[config.mk]
export PLATFORM = sky130hd
export DESIGN_NAME = parc_core_muldiv_wb_buffer
export DESIGN_NICKNAME = d
export VERILOG_FILES = /design/src/rtl/parc_core_muldiv_wb_buffer_pkg.sv /design/src/rtl/parc_core_muldiv_tag_queue.sv /design/src/rtl/parc_core_muldiv_wb_buffer.sv
export SDC_FILE = /design/constraint.sdc
export NUM_CORES = 1
export LEC_CHECK = 0
export CAP_MARGIN = 20
export CORE_MARGIN = 3
export CORE_UTILIZATION = 35
export DETAILED_ROUTE_END_ITERATION = 8
export REMOVE_ABC_BUFFERS = 1
export SETUP_SLACK_MARGIN = 0.2
export SLEW_MARGIN = 10
export SYNTH_ARGS = -nofsm -noshare
export SYNTH_HDL_FRONTEND = slang
export SYNTH_SLANG_ARGS = --single-unit
[constraint.sdc]
create_clock -name clk -period 6.14 [get_ports clk]
set_input_delay 1.535 -clock clk [delete_from_list [all_inputs] [get_ports clk]]
set_output_delay 1.535 -clock clk [all_outputs]
set_load 0.005 [all_outputs]
[src/rtl/parc_core_muldiv_wb_buffer_pkg.sv]
// Shared types and constants for the mul/div writeback buffer.
// Covers fn encodings, field widths, the tag entry layout and the result half-select.
package parc_core_muldiv_wb_buffer_pkg;

    localparam int MULDIV_FN_W     = 3;
    localparam int RF_ADDR_W       = 5;
    localparam int MULDIV_RESULT_W = 64;
    localparam int WB_DATA_W       = 32;

    localparam logic [MULDIV_FN_W-1:0] MULDIV_FN_MUL  = 3'd0;
    localparam logic [MULDIV_FN_W-1:0] MULDIV_FN_DIV  = 3'd1;
    localparam logic [MULDIV_FN_W-1:0] MULDIV_FN_DIVU = 3'd2;
    localparam logic [MULDIV_FN_W-1:0] MULDIV_FN_REM  = 3'd3;
    localparam logic [MULDIV_FN_W-1:0] MULDIV_FN_REMU = 3'd4;

    typedef struct packed {
        logic [MULDIV_FN_W-1:0] fn;
        logic [RF_ADDR_W-1:0]   waddr;
    } muldiv_tag_t;

    // Remainders live in the upper half. Every other code, including the
    // unused 5-7, takes the lower half.
    function automatic logic [WB_DATA_W-1:0] muldiv_half_sel(
        input logic [MULDIV_FN_W-1:0]     fn,
        input logic [MULDIV_RESULT_W-1:0] result
    );
        if (fn == MULDIV_FN_REM || fn == MULDIV_FN_REMU)
            return result[63:32];
        return result[31:0];
    endfunction

endpackage

[src/rtl/parc_core_muldiv_tag_queue.sv]
// In-order FIFO of {fn, waddr} tags for mul/div ops in flight.
// full/empty come from the registered count, so a pop never frees a slot in the same cycle.
module parc_core_muldiv_tag_queue
    import parc_core_muldiv_wb_buffer_pkg::*;
#(
    parameter int DEPTH = 4
) (
    input  logic                   clk,
    input  logic                   reset_n,
    input  logic                   enq_val,
    input  muldiv_tag_t            enq_tag,
    input  logic                   deq,
    output muldiv_tag_t            deq_tag,
    output logic                   full,
    output logic                   empty,
    output logic [$clog2(DEPTH):0] count
);

    localparam int AW = $clog2(DEPTH);
    localparam int CW = AW + 1;

    muldiv_tag_t   mem [DEPTH];
    logic [AW-1:0] wr_ptr;
    logic [AW-1:0] rd_ptr;
    logic          enq_fire;
    logic          deq_fire;

    assign full     = (count == CW'(DEPTH));
    assign empty    = (count == '0);
    assign enq_fire = enq_val && !full;
    assign deq_fire = deq && !empty;
    assign deq_tag  = mem[rd_ptr];

    // Tag storage needs no reset; only the pointers and count define validity.
    always_ff @(posedge clk) begin
        if (enq_fire)
            mem[wr_ptr] <= enq_tag;
    end

    // DEPTH is a power of two, so the pointers wrap naturally.
    always_ff @(posedge clk or negedge reset_n) begin
        if (!reset_n) begin
            wr_ptr <= '0;
            rd_ptr <= '0;
            count  <= '0;
        end else begin
            if (enq_fire)
                wr_ptr <= wr_ptr + AW'(1);
            if (deq_fire)
                rd_ptr <= rd_ptr + AW'(1);
            case ({enq_fire, deq_fire})
                2'b10:   count <= count + CW'(1);
                2'b01:   count <= count - CW'(1);
                default: count <= count;
            endcase
        end
    end

endmodule

[src/rtl/parc_core_muldiv_wb_buffer.sv]
// Pairs mul/div results in issue order with their tags, selects the 32-bit half,
// and presents each one to the W stage through a registered val/rdy port.
module parc_core_muldiv_wb_buffer
    import parc_core_muldiv_wb_buffer_pkg::*;
#(
    parameter int DEPTH = 4
) (
    input  logic                       clk,
    input  logic                       reset_n,
    input  logic                       tag_val,
    input  logic [MULDIV_FN_W-1:0]     tag_fn,
    input  logic [RF_ADDR_W-1:0]       tag_waddr,
    output logic                       tag_rdy,
    input  logic [MULDIV_RESULT_W-1:0] muldivresp_msg_result,
    input  logic                       muldivresp_val,
    output logic                       muldivresp_rdy,
    output logic                       wb_val,
    input  logic                       wb_rdy,
    output logic [WB_DATA_W-1:0]       wb_data,
    output logic [RF_ADDR_W-1:0]       wb_waddr,
    output logic [MULDIV_FN_W-1:0]     wb_fn,
    output logic                       busy,
    output logic [$clog2(DEPTH):0]     count
);

    muldiv_tag_t enq_tag;
    muldiv_tag_t head_tag;
    logic        q_full;
    logic        q_empty;
    logic        resp_accept;

    assign enq_tag = '{fn: tag_fn, waddr: tag_waddr};

    parc_core_muldiv_tag_queue #(.DEPTH(DEPTH)) u_tag_queue (
        .clk     (clk),
        .reset_n (reset_n),
        .enq_val (tag_val),
        .enq_tag (enq_tag),
        .deq     (resp_accept),
        .deq_tag (head_tag),
        .full    (q_full),
        .empty   (q_empty),
        .count   (count)
    );

    assign tag_rdy        = !q_full;
    // Accept only when a tag exists and the output slot is free or draining.
    assign muldivresp_rdy = !q_empty && (!wb_val || wb_rdy);
    assign resp_accept    = muldivresp_val && muldivresp_rdy;
    assign busy           = !q_empty || wb_val;

    always_ff @(posedge clk or negedge reset_n) begin
        if (!reset_n) begin
            wb_val   <= 1'b0;
            wb_data  <= '0;
            wb_waddr <= '0;
            wb_fn    <= '0;
        end else if (resp_accept) begin
            wb_val   <= 1'b1;
            wb_data  <= muldiv_half_sel(head_tag.fn, muldivresp_msg_result);
            wb_waddr <= head_tag.waddr;
            wb_fn    <= head_tag.fn;
        end else if (wb_val && wb_rdy) begin
            wb_val   <= 1'b0;
        end
    end

endmodule

Word level (Yosys, flattened, before mapping)
Memory sizes are Yosys's and may differ from the RTL's.
Cells that the tools add are included.
Operators by class
  mux-type cells: 9
  add/sub/neg operators: 4
  equality and inequality tests: 5
  reduce and logical (&&, ||, !) cells: 14
Operator list (count)
  $mux 32: 2
  $eq 3x3->1 const B: 2
  $mux 1: 6
  $pmux 3 s2: 1
  $logic_and 1x1->1: 5
  $add 2x1->2 const B: 2
  $reduce_bool 2->1: 2
  $add 3x1->3 const B: 1
  $eq 3x2->1 const B: 1
  $logic_not 1->1: 3
  $logic_not 3->1: 1
  $logic_or 1x1->1: 3
  $sub 3x1->3 const B: 1
  $eq 2x1->1 const B: 1
  $eq 2x2->1 const B: 1
Storage, ports and cells
  memories: 1
  bits in registers: 48
  word-level logic and storage cells: 40
  bits in writable memories: 32
Memory list
  u_tag_queue.mem: depth 4, width 8, read ports 1, clocked after Yosys merged registers in 0, wr ports 1, line parc_core_muldiv_tag_queue.sv:22  | muldiv_tag_t mem [DEPTH];

Logic depth before layout (Yosys ltp)
  depth after elaboration: 7
  mapped depth: 9
  depth with buffers taken out: 9

By module
A second synthesis with hierarchy kept.
Second synthesis, totals
  cells, all modules: 293
  area, all modules: 3761.1 µm²
By module, submodules not included
  parc_core_muldiv_wb_buffer: area each 2168.3 µm², sequential area each 1026.0 µm², cells each 214, instances 1
  parc_core_muldiv_tag_queue: area each 1592.8 µm², sequential area each 1136.1 µm², cells each 79, instances 1

Least setup slack after synthesis
Ideal clock, no wire load.
  kind: input -> output
  start: in wb_rdy
  end: out muldivresp_rdy
  arrival time: 1.840 ns
  setup slack: 2.765 ns
  buffers on the path: 0
  stages: 2
  data required time: 4.605 ns
  cells stage by stage: nand2b_1 -> and2_1
Between the ends
  word-level cells in the longest chain between the ends: 2
Ends and longest elaborated chain
  from (decl): line parc_core_muldiv_wb_buffer.sv:18  | input logic wb_rdy,
  $logic_or 1x1->1: line parc_core_muldiv_wb_buffer.sv:48  | assign muldivresp_rdy = !q_empty && (!wb_val || wb_rdy);
  $logic_and 1x1->1: line parc_core_muldiv_wb_buffer.sv:48
  to (decl): line parc_core_muldiv_wb_buffer.sv:16  | output logic muldivresp_rdy,
Every way passes these cells.

Worst setup path in the final report
Ends and elaborated chain as after synthesis.

==> results.txt <==
- The run finished with clean final reports.
- Tracing the worst setup path back leads to its startpoint at wb_rdy.
* Number of different library cells in the post-synthesis netlist: 29
- Count of flip-flops with a built-in enable after synthesis: 32
- At the end of the flow, the number of nets in the layout was 498.
- The die is 109 µm wide.
- Max_slew headroom: 34.5%
* Metal2 WL: 4340 µm
* Max IR drop VDD: 0.182 mV
* Number of cells in the finished layout apart from fillers: 553
- Highest metal layer with signal wires: met4
- Prior to clock tree synthesis, the placed netlist has a worst setup slack of 1.81 ns.
- The number of pins with negative max-slew slack in the final report was 0.
* Fin Setup TNS: 0 ns
- Share of synthesized area occupied by flip-flops and latches: 58.4%
- Cell count after synthesis: 301
- Average vias per placed instance: 5.03
- For this run, the number of Yosys warnings is 0.
- After detailed routing, the met3 layer carries 782 µm of wire.
- The setup path with the least slack is of type in -> out.
- For this design, the CTS-stage hold fixing added 0 buffers.
- Number of clock sinks: 80
- Crit path arrival time: 2.78 ns
* Largest net degree at the start of global routing: 75
* Prevailing post-synth register cell: sky130_fd_sc_hd__dfrtp_1
- Setup repair after global routing left no endpoint under its margin.
- Buffer depth of the longest clock path: 2
- Detailed routing inserted a total of 2780 vias.
* Total global routing track utilization: 16.6%
- The die covers 11800 µm².
* Num rows: 36
- The clock period could shrink to 4.32 ns.
- Cell at the root of the clock tree: sky130_fd_sc_hd__clkbuf_8
- Cells fill 52.1% of the core in the end.
* Die height: 109 µm
- Share of final-layout standard cells stronger than drive strength 1: 14.8%
- Clock tree from TritonCTS: done
- On the final layout, the worst clock skew is 0.0116 ns.
- Peak Freq: 231 MHz
- After detailed routing, the total wire length is 9560 µm.
* Drt drc: 0
- In this run the count of I/O pins placed on the die edge is 124.
- Port-buffer cells: 123
- Number of maximum-capacitance violations: 0
- Clock latency on the worst-skew pair, taken at its later pin, is 0.34 ns.
* Sort of element at the start of the critical path: input port
- Core area: 10000 µm²
- Area share of the largest cell type after synthesis: 32.4%
- Ranked by instance count, the synthesized netlist is headed by 66 x sky130_fd_sc_hd__nor2_1, 48 x sky130_fd_sc_hd__dfrtp_1, 32 x sky130_fd_sc_hd__edfxtp_1, 32 x sky130_fd_sc_hd__nor4_1, 30 x sky130_fd_sc_hd__a211oi_2.
- Required time at the worst-slack endpoint: 4.61 ns
- Drt initial violations: 139
- Leakage power: 0.00197 µW
- Relative to the synthesized area, the layout overhead comes to 41.3%.
- The final count of hold timing violations is 0.
- The number of antenna violations at the first check in global routing came to 0.
- Setup violations remaining at the end of the flow were counted as 0.
- Once the floorplan was initialized, standard cells occupied 36.9% of the core.
* Final worst setup slack: 1.82 ns
* Post CTS Setup Buffer Count: 0
* HP Class: reg -> reg
* Antenna Diode Count: 0
- In the final routing, the length of wire on met1 measures 4380 µm.
- TritonRoute pass-1 iters: 4
- Power per unit of standard cell area: 468 nW/µm²
* Slew of the pin with the lowest slew margin: 0.983 ns
* Antenna-violating nets left: 0
- Post-cts gate resize count: 0
* Number of buffers inserted during clock tree synthesis: 9
- Top fanout value on the critical path: 3
- Summed over all layers, the global routing overflow is 0.
- In the final routed layout, each cell accounts on average for 17.3 µm.
- The synthesized netlist occupies a cell area of 3700 µm².
- Yosys reg bits: 80
* Number of global-route vias before repair: 2872
* Routability Congestion: 0.714
- Clock transition at path regs: 0.10 ns
- In this run the critical register-to-register path is launched from u_tag_queue.rd_ptr[0].
- Each instance of the synthesized netlist takes up on average 12.3 µm².
- Source of the worst hold timing path: wb_fn[2]
- In this run, placement finished with an instance count of 537.
- DP Wirelength: 6290 µm
- H-tree level count: 3
- The synthesized design spends more area on one cell type than any other, namely sky130_fd_sc_hd__dfrtp_1.
- The final critical path takes up 70.4% of the cycle.
- Yosys attributes the largest share of cell area to sky130_fd_sc_hd__dfrtp_1 32%, sky130_fd_sc_hd__edfxtp_1 26%, sky130_fd_sc_hd__a211oi_2 10%.
- Cell with the most instances after synthesis: sky130_fd_sc_hd__nor2_1
* Global-route wire length before repair: 15200 µm
- The worst setup path is captured at an output pin.
* Async set-reset flop share out of synthesis: 60.0%
==> through the flow <==
stage	area (µm²)	total power, µW	hold slack (ns)
after detailed placement	5000	2040	0.466
after CTS	5230	2490	0.490
after global routing	5230	2630	0.520
after floorplan	3560	1470	0.470
after global placement	5000	2020	0.461
final	5230	2450	0.486
==> registers in the layout (all words and copies together), names as in the netlist <==
| register | flops |
|---|---|
| u_tag_queue.mem | 32 |
| wb_waddr | 5 |
| u_tag_queue.rd_ptr | 2 |
| u_tag_queue.wr_ptr | 2 |
| u_tag_queue.count | 3 |
| wb_val | 1 |
| wb_fn | 3 |
| wb_data | 32 |
==> final cells by class <==
| type | count | area, µm² |
|---|---|---|
| Inverter | 4 | 15.0 |
| Multi-Input combinational cell | 192 | 1390 |
| Clock buffer | 9 | 124 |
| Clock inverter | 7 | 109 |
| Fill cell | 905 | 4810 |
| Tap cell | 133 | 166 |
| Timing Repair Buffer | 128 | 1260 |
| Sequential cell | 80 | 2160 |
==> layout by cell type, fill, tap and decap left out, types with 2 or more instances in the layout <==
master,n
sky130_fd_sc_hd__nor4_1,32
sky130_fd_sc_hd__dfrtp_1,48
sky130_fd_sc_hd__or2_2,2
sky130_fd_sc_hd__nand2_1,27
sky130_fd_sc_hd__clkbuf_8,9
sky130_fd_sc_hd__clkdlybuf4s50_1,122
sky130_fd_sc_hd__and2_1,2
sky130_fd_sc_hd__xnor2_1,5
sky130_fd_sc_hd__ha_1,5
sky130_fd_sc_hd__bufinv_16,2
sky130_fd_sc_hd__edfxtp_1,32
sky130_fd_sc_hd__and3_1,4
sky130_fd_sc_hd__a211oi_2,30
sky130_fd_sc_hd__buf_4,5
sky130_fd_sc_hd__inv_1,3
sky130_fd_sc_hd__mux4_2,4
sky130_fd_sc_hd__mux2_2,2
sky130_fd_sc_hd__inv_6,2
sky130_fd_sc_hd__mux4_1,4
sky130_fd_sc_hd__nor2_1,66
sky130_fd_sc_hd__a211oi_1,2
sky130_fd_sc_hd__inv_8,2
==> power breakdown <==
| part | internal, µW | leakage (µW) | switching (µW) | total, µW |
|---|---|---|---|---|
| logic | 571 | 0.00102 | 545 | 1120 |
| registers | 762 | 0.000836 | 125 | 886 |
| clock network | 238 | 0.000118 | 210 | 448 |
==> logic make-up (layout without fill, tap and decap cells) <==
group | count (synthesis) | in the layout | synth area share, %
compound gates | 32 | 32 | 10.5
xor+xnor | 6 | 6 | 1.42
fa+ha+maj | 6 | 6 | 2.23
buf+inv | 29 | 148 | 4.29
flops | 80 | 80 | 58.4
mux | 10 | 10 | 5.88
simple gates | 138 | 138 | 17.2
==> path summary, 6_finish.rpt <==
path,depth (start not counted),to,slack [ns]
max in group asynchronous,2,wb_data[7],4.40
hold / removal,2,wb_fn[2],0.49
hold reg to reg,2,wb_fn[2],0.49
min in group asynchronous,2,wb_data[29],1.30
setup / recovery,4,muldivresp_rdy,1.82
setup reg to reg,5,wb_data[16],3.02
==> worst max-delay path, stage by stage <==
cell,delay (ns)
sky130_fd_sc_hd__clkdlybuf4s50_1,0.45
sky130_fd_sc_hd__nand2b_1,0.16
sky130_fd_sc_hd__and2_1,0.14
sky130_fd_sc_hd__clkdlybuf4s50_1,0.50
==> routing by layer <==
layer,track usage [%],vias to the layer above
met5,0,-
met4,3.79,0
met3,4.74,9
met2,27.9,97
met1,21.4,1357
li1,-,1317
Power figures use the tool's default switching activity.
